File: config.mk
export PLATFORM = sky130hd
export DESIGN_NAME = spi_master_tx
export DESIGN_NICKNAME = d
export VERILOG_FILES = /design/src/rtl/spi_master_tx.sv
export SDC_FILE = /design/constraint.sdc
export NUM_CORES = 1
export LEC_CHECK = 0
export CORE_MARGIN = 4
export CORE_UTILIZATION = 40
export DETAILED_ROUTE_END_ITERATION = 10
export DONT_BUFFER_PORTS = 1
export PLACE_DENSITY = 0.55
export SLEW_MARGIN = 20
export SYNTH_ARGS = -nofsm -noshare
export SYNTH_HDL_FRONTEND = slang
export SYNTH_SLANG_ARGS = --single-unit
File: constraint.sdc
create_clock -name clk_i -period 2.2 [get_ports clk_i]
set_clock_uncertainty 0.15 [all_clocks]
set_input_delay 0.33 -clock clk_i [delete_from_list [all_inputs] [get_ports clk_i]]
set_output_delay 0.33 -clock clk_i [all_outputs]
set_load 0.01 [all_outputs]
File: src/rtl/spi_master_tx.sv
// SPI mode-0 master: shifts one byte out MSB first per request and captures one byte from MISO.
// The SPI pins and handshake outputs are registered from the sequencer state and trail it by one clock.
module spi_master_tx #(
    parameter int unsigned CLK_DIV = 32'd4
) (
    input  logic       clk_i,
    input  logic       rst_i,
    input  logic       tx_en_i,
    input  logic [7:0] tx_data_i,
    output logic       tx_busy_o,
    output logic       tx_done_o,
    output logic [7:0] rx_data_o,
    output logic       spi_csn_o,
    output logic       spi_clk_o,
    input  logic       spi_miso_i,
    output logic       spi_mosi_o
);
    typedef enum logic [2:0] {
        ST_IDLE  = 3'd0,
        ST_SETUP = 3'd1,
        ST_SHIFT = 3'd2,
        ST_HOLD  = 3'd3,
        ST_GAP   = 3'd4
    } state_t;

    localparam logic [7:0] HP_LAST = 8'(CLK_DIV - 32'd1);

    state_t     state_r;
    state_t     state_nxt_s;
    logic [7:0] hp_cnt_r;
    logic [3:0] edge_cnt_r;
    logic [7:0] tx_shift_r;
    logic [7:0] rx_shift_r;
    logic [7:0] rx_data_r;
    logic       tx_busy_r;
    logic       tx_done_r;
    logic       spi_csn_r;
    logic       spi_clk_r;
    logic       spi_mosi_r;
    logic       hp_last_s;
    logic       cs_active_s;
    logic       sclk_high_s;
    logic       rise_s;
    logic       shift_s;
    logic       accept_s;

    // Phase decode: even SHIFT phases are the SCLK-high half periods.
    always_comb begin
        hp_last_s   = (hp_cnt_r == HP_LAST);
        cs_active_s = (state_r == ST_SETUP) || (state_r == ST_SHIFT) || (state_r == ST_HOLD);
        sclk_high_s = (state_r == ST_SHIFT) && !edge_cnt_r[0];
        rise_s      = sclk_high_s && (hp_cnt_r == 8'd0);
        shift_s     = sclk_high_s && hp_last_s;
        accept_s    = (state_r == ST_IDLE) && tx_en_i;
    end

    // Next-state logic; every non-idle state lasts whole half periods.
    always_comb begin
        state_nxt_s = state_r;
        case (state_r)
            ST_IDLE:  if (tx_en_i) state_nxt_s = ST_SETUP; else state_nxt_s = ST_IDLE;
            ST_SETUP: if (hp_last_s) state_nxt_s = ST_SHIFT; else state_nxt_s = ST_SETUP;
            ST_SHIFT: if (hp_last_s && (edge_cnt_r == 4'd15)) state_nxt_s = ST_HOLD;
                      else state_nxt_s = ST_SHIFT;
            ST_HOLD:  if (hp_last_s) state_nxt_s = ST_GAP; else state_nxt_s = ST_HOLD;
            ST_GAP:   if (hp_last_s) state_nxt_s = ST_IDLE; else state_nxt_s = ST_GAP;
            default:  state_nxt_s = ST_IDLE;
        endcase
    end

    // State register.
    always_ff @(posedge clk_i or posedge rst_i) begin
        if (rst_i) state_r <= ST_IDLE;
        else       state_r <= state_nxt_s;
    end

    // Half-period and SCLK-edge counters.
    always_ff @(posedge clk_i or posedge rst_i) begin
        if (rst_i) begin
            hp_cnt_r   <= 8'd0;
            edge_cnt_r <= 4'd0;
        end else begin
            if ((state_r == ST_IDLE) || hp_last_s) hp_cnt_r <= 8'd0;
            else                                   hp_cnt_r <= hp_cnt_r + 8'd1;
            if (state_r != ST_SHIFT) edge_cnt_r <= 4'd0;
            else if (hp_last_s)      edge_cnt_r <= edge_cnt_r + 4'd1;
            else                     edge_cnt_r <= edge_cnt_r;
        end
    end

    // Shift registers: TX advances as SCLK falls, RX samples MISO as SCLK is driven high.
    always_ff @(posedge clk_i or posedge rst_i) begin
        if (rst_i) begin
            tx_shift_r <= 8'h00;
            rx_shift_r <= 8'h00;
        end else if (accept_s) begin
            tx_shift_r <= tx_data_i;
            rx_shift_r <= 8'h00;
        end else begin
            if (shift_s) tx_shift_r <= {tx_shift_r[6:0], 1'b0};
            else         tx_shift_r <= tx_shift_r;
            if (rise_s)  rx_shift_r <= {rx_shift_r[6:0], spi_miso_i};
            else         rx_shift_r <= rx_shift_r;
        end
    end

    // Registered outputs decoded from the current state.
    always_ff @(posedge clk_i or posedge rst_i) begin
        if (rst_i) begin
            spi_csn_r  <= 1'b1;
            spi_clk_r  <= 1'b0;
            spi_mosi_r <= 1'b0;
            tx_busy_r  <= 1'b0;
            tx_done_r  <= 1'b0;
            rx_data_r  <= 8'h00;
        end else begin
            spi_csn_r  <= !cs_active_s;
            spi_clk_r  <= sclk_high_s;
            spi_mosi_r <= cs_active_s ? tx_shift_r[7] : 1'b0;
            tx_busy_r  <= (state_r != ST_IDLE);
            tx_done_r  <= (state_r == ST_GAP) && (hp_cnt_r == 8'd0);
            if ((state_r == ST_GAP) && (hp_cnt_r == 8'd0)) rx_data_r <= rx_shift_r;
            else                                           rx_data_r <= rx_data_r;
        end
    end

    assign tx_busy_o  = tx_busy_r;
    assign tx_done_o  = tx_done_r;
    assign rx_data_o  = rx_data_r;
    assign spi_csn_o  = spi_csn_r;
    assign spi_clk_o  = spi_clk_r;
    assign spi_mosi_o = spi_mosi_r;
endmodule

; ---- Word-level counts from Yosys, hierarchy flattened
; Index checks and enable logic that the tools add are counted.
[word_totals]
word_cells = 51
reg_bits = 44
out_inout_bits = 13
in_bits = 12
[op_classes]
addsub = 2
mux = 14
reduce_logical = 17
eq_ne = 7
[ops]
columns = operator, n
row1 = $mux W8, 5
row2 = $pmux W3 S5, 1
row3 = $add A8 B1 Y8 const B, 1
row4 = $eq A8 B2 Y1 const B, 1
row5 = $logic_not A8 Y1, 1
row6 = $mux W4, 2
row7 = $eq A3 B2 Y1 const B, 2
row8 = $logic_and A1 B1 Y1, 6
row9 = $mux W3, 2
row10 = $reduce_bool A2 Y1, 3
row11 = $add A4 B1 Y4 const B, 1
row12 = $eq A4 B4 Y1 const B, 1
row13 = $eq A3 B1 Y1 const B, 1
row14 = $eq A3 B3 Y1 const B, 1
row15 = $logic_not A3 Y1, 1
row16 = $logic_or A1 B1 Y1, 3
row17 = $mux W1, 3
row18 = $ne A3 B2 Y1 const B, 1
row19 = $reduce_bool A3 Y1, 1
row20 = $logic_not A1 Y1, 2
row21 = $mux W2, 1

; ---- Logic depth before layout (Yosys ltp)
[logic_depth]
ltp_word = 5
depth_mapped = 7
ltp_nobuf = 6

; ---- Worst setup path after synthesis
; Ideal clock, no wire load.
[synth_timing]
path_type = flip-flop to flip-flop
from = register hp_cnt_r[0]
to = register tx_shift_r[1]
arrival_ns = 1.787
path_stages_with_launch = 6
required_time_ns = 1.925
synth_period_minus_slack_ns = 2.062
setup_time_ns = 0.125
path_buffers = 0
slack_ns = 0.138
path_cell_list = dfrtp_1 -> ha_1 -> nor3b_1 -> nand2_1 -> o21ai_4 -> mux2_2
[synth_between]
elab_chain_len = 3
[synth_rtl]
columns = item, line_no
row1 = from (decl), 30  ; logic [7:0] hp_cnt_r;
row2 = from (signal assigned), 84  ; else hp_cnt_r <= hp_cnt_r + 8'd1;
row3 = $eq A8 B2 Y1, 49  ; hp_last_s = (hp_cnt_r == HP_LAST);
row4 = $logic_and A1 B1 Y1, 53  ; shift_s = sclk_high_s && hp_last_s;
row5 = $reduce_bool A2 Y1 (no source line), --
row6 = to (signal assigned), 97  ; tx_shift_r <= tx_data_i;
row7 = to (signal assigned), 100  ; if (shift_s) tx_shift_r <= {tx_shift_r[6:0], 1'b0};
row8 = to (signal assigned), 101  ; else tx_shift_r <= tx_shift_r;
row9 = to (decl), 32  ; logic [7:0] tx_shift_r;
; No other way between the ends.
; A chain may end at the register's enable or synchronous reset.

; ---- Worst setup path in the final report
[layout_timing]
from = register hp_cnt_r[3]
to = register rx_data_r[5], in the netlist rx_data_o[5]
[layout_between]
elab_chain_len = 2
[layout_rtl]
columns = item, line_no
row1 = $logic_not A8 Y1, 122  ; if ((state_r == ST_GAP) && (hp_cnt_r == 8'd0)) rx_data_r <= rx_shift_r;
row2 = $logic_and A1 B1 Y1, 122
row3 = to (signal assigned), 122
row4 = to (signal assigned), 123  ; else rx_data_r <= rx_data_r;
row5 = to (decl), 34  ; logic [7:0] rx_data_r;
; No other way between the ends.

==> run metrics <==
Site Rows 25; final number of setup-violating endpoints 0; Max FO, Critical Path 8; fin crit share 92.2%; # Max-Cap Violations 0; cells on worst reg2reg path 4; I/O pin count 25; CP Data Required Time 2.23 ns; sequential fraction of the synthesis area 55.1%; clock latency on the worst-skew pair 0.29 ns; RSZ-0062 raised after global routing false; number of hold violations in the final report 0; critical-path cell list or4_4, nor2_4, nand4_4, mux2_2; number of global-route vias before repair 1299; element type at the critical path end flop; clock tree sinks 44; detail-routed via count per cell 4.98; die span in y 78.7 microns; final-report max-slew violation count 0; number of cells upsized or downsized after cts 0; root buffer cell sky130_fd_sc_hd__clkbuf_8; Tightest Pin Transition 0.610 ns; total negative setup slack 0 ns; Core Box Area 4790 sq um; final weighted congestion in routability-driven placement 0.778; cts bufs inserted 5; Async S/R FF share, synth 100%; slew margin rel. 59.3%; netlist area before placement 2000 sq um; number of flip-flops and latches in the synthesized netlist 44; Pwr per Cell Area 606 nW/um^2; cell with the biggest individual delay on the critical path sky130_fd_sc_hd__or4_4; number of enable flip-flop cells after synthesis 0; Unique masters post-synth 39; commonest non-fill, non-tap cell in the layout sky130_fd_sc_hd__dfrtp_1; initial antenna violation count 0; number of optimization iterations in the first detailed-route pass 2; Overall Global Routing Usage 12.7%; nature of the critical path startpoint flop; wire length per cell 14.3 microns; total wirelength of the detailed-routed design 3.54 mm; syn_nets 183; synth-to-layout area growth 11.8%; timing-limited maximum frequency 493 MHz; peak supply drop 0.343 mV; utilization after layout 46.7%; standard cell area after detailed placement 2130 sq um; hold bufs inserted after CTS 1; maximum cell stage delay along the critical path 0.60 ns; cell depth of the worst hold path 2; Antenna Diode Count 0; fillcell total 448; number of buffers inserted by post-CTS setup repair 0; Mean Syn Cell Area 11.9 sq um; number of port buffers 0; Leakage Power 1.06 nW; effective utilization at floorplan 41.8%; First DRT Iteration DRCs 27; instance count of the mapped netlist 168; final critical path time including I/O delays and setup 2.03 ns; level count of the clock H-tree 2; total half-perimeter wirelength after legalization and detailed placement 2.70 mm; Post-Layout Inst Area 2240 sq um; Post-route DRC 0; TritonCTS clock tree yes; Min-Delay Path Class in -> reg; crit path kind reg -> reg; maximum number of pins on one net before global-route repair 30; most used cells in the layout excluding fill and tap cells 43 x sky130_fd_sc_hd__dfrtp_1, 20 x sky130_fd_sc_hd__nand2_1, 20 x sky130_fd_sc_hd__mux2_2, 11 x sky130_fd_sc_hd__nand3_1, 8 x sky130_fd_sc_hd__nor2_1; prevailing post-synth register cell sky130_fd_sc_hd__dfrtp_1; aggregate global routing overflow 0; CP Data Arrival Time 2.05 ns; vias after detailed routing 1235; number of warnings printed during yosys synthesis 0; first-pass GRT wire length 6.17 mm; net count reported at finish 195; Clock transition at path regs 0.08 ns; deepest clock path buffer count 2; ratio of cells with drive above 1 in the final layout 29.3%; outcome completed; die width 78.7 microns; count of nets left with antenna violations after detail routing 0; Total Die Area 6200 sq um
-- final timing paths --
kind                       slack, ns   startpoint       endpoint
max                             0.17  hp_cnt_r[3]   rx_data_o[5]
min                             0.02   spi_miso_i  rx_shift_r[0]
min in group asynchronous       0.41        rst_i     spi_mosi_o
min reg2reg                     0.34  hp_cnt_r[0]    hp_cnt_r[0]
max reg2reg                     0.17  hp_cnt_r[3]   rx_data_o[5]
max in group asynchronous       0.93        rst_i     state_r[1]
-- layer usage --
layer	GRT usage, %	share of wire (%)	wire [microns]
met1	15.2	43	1540
met2	20.7	50	1760
met3	4.76	4.7	167
met4	5.24	2.1	75
met5	0	0	0
-- power by group --
part / switching [W] / total [W] / internal (W) / leakage (nW)
sequential: 0.00000424 / 0.000818 / 0.000814 / 0.562
clock: 0.000262 / 0.000512 / 0.000251 / 0.0510
combinational: 0.0000182 / 0.0000258 / 0.00000757 / 0.450
total: 0.000284 / 0.00136 / 0.00107 / 1.06
-- critical path: cells and delay by family (launching register included) --
family | cells | cell delay, ns
simple gates | 3 | 0.98
flops | 1 | 0.45
mux | 1 | 0.33
-- cell families (layout without fill, tap and decap cells) --
family                   Yosys count  in the layout  synth area share [%]
multiplexers                      22             22                  12.3
adder cells (fa/ha/maj)            3              3                  1.88
flip-flops                        44             44                  55.1
XOR/XNOR                           9              9                  3.94
AO/OA/AOI/OAI                     13             13                  4.32
AND/OR/NAND/NOR                   66             66                  20.0
buffers and inverters             11             24                  2.50
-- through the flow --
stage	cells	hold slack [ns]	worst slack, ns	total power, W
after floorplan	168	0.297	0.138	0.000849
after global placement	239	0.168	0.219	0.000859
after detailed placement	239	0.176	0.181	0.000860
after CTS	248	0.00906	0.162	0.00138
after global routing	248	0.0197	0.101	0.00142
final	248	0.0152	0.172	0.00136
-- cell type report --
cell class	count	area (sq um)	area share, %
timing repair buffer	9	82.6	3.69
clock buffer	6	82.6	3.69
multi-input combinational	113	848	37.9
sequential	44	1100	49.3
inverter	7	26.3	1.18
tap	67	83.8	3.75
clock inverter	2	10.0	0.448
-- registers in the layout, summed over array words and instances (netlist names) --
signal and cells:
rx_shift_r 8, state_r 3, tx_done_o 1, tx_shift_r 8
tx_busy_o 1, rx_data_o 8, hp_cnt_r 8, edge_cnt_r 4
spi_clk_o 1, spi_csn_o 1, spi_mosi_o 1
-- cell usage after synthesis, drive strengths merged (3+ instances only) --
master / n / area, sq um
inv: 7 / 26.3
and3: 4 / 26.3
nor2: 9 / 41.3
o21ai: 10 / 68.8
dfrtp: 43 / 1080
nand3: 11 / 55.1
nand2: 21 / 81.3
ha: 3 / 37.5
mux2: 20 / 225
xor2: 7 / 61.3
nor3: 5 / 36.3
No activity file was read; power rests on OpenSTA's default activity.
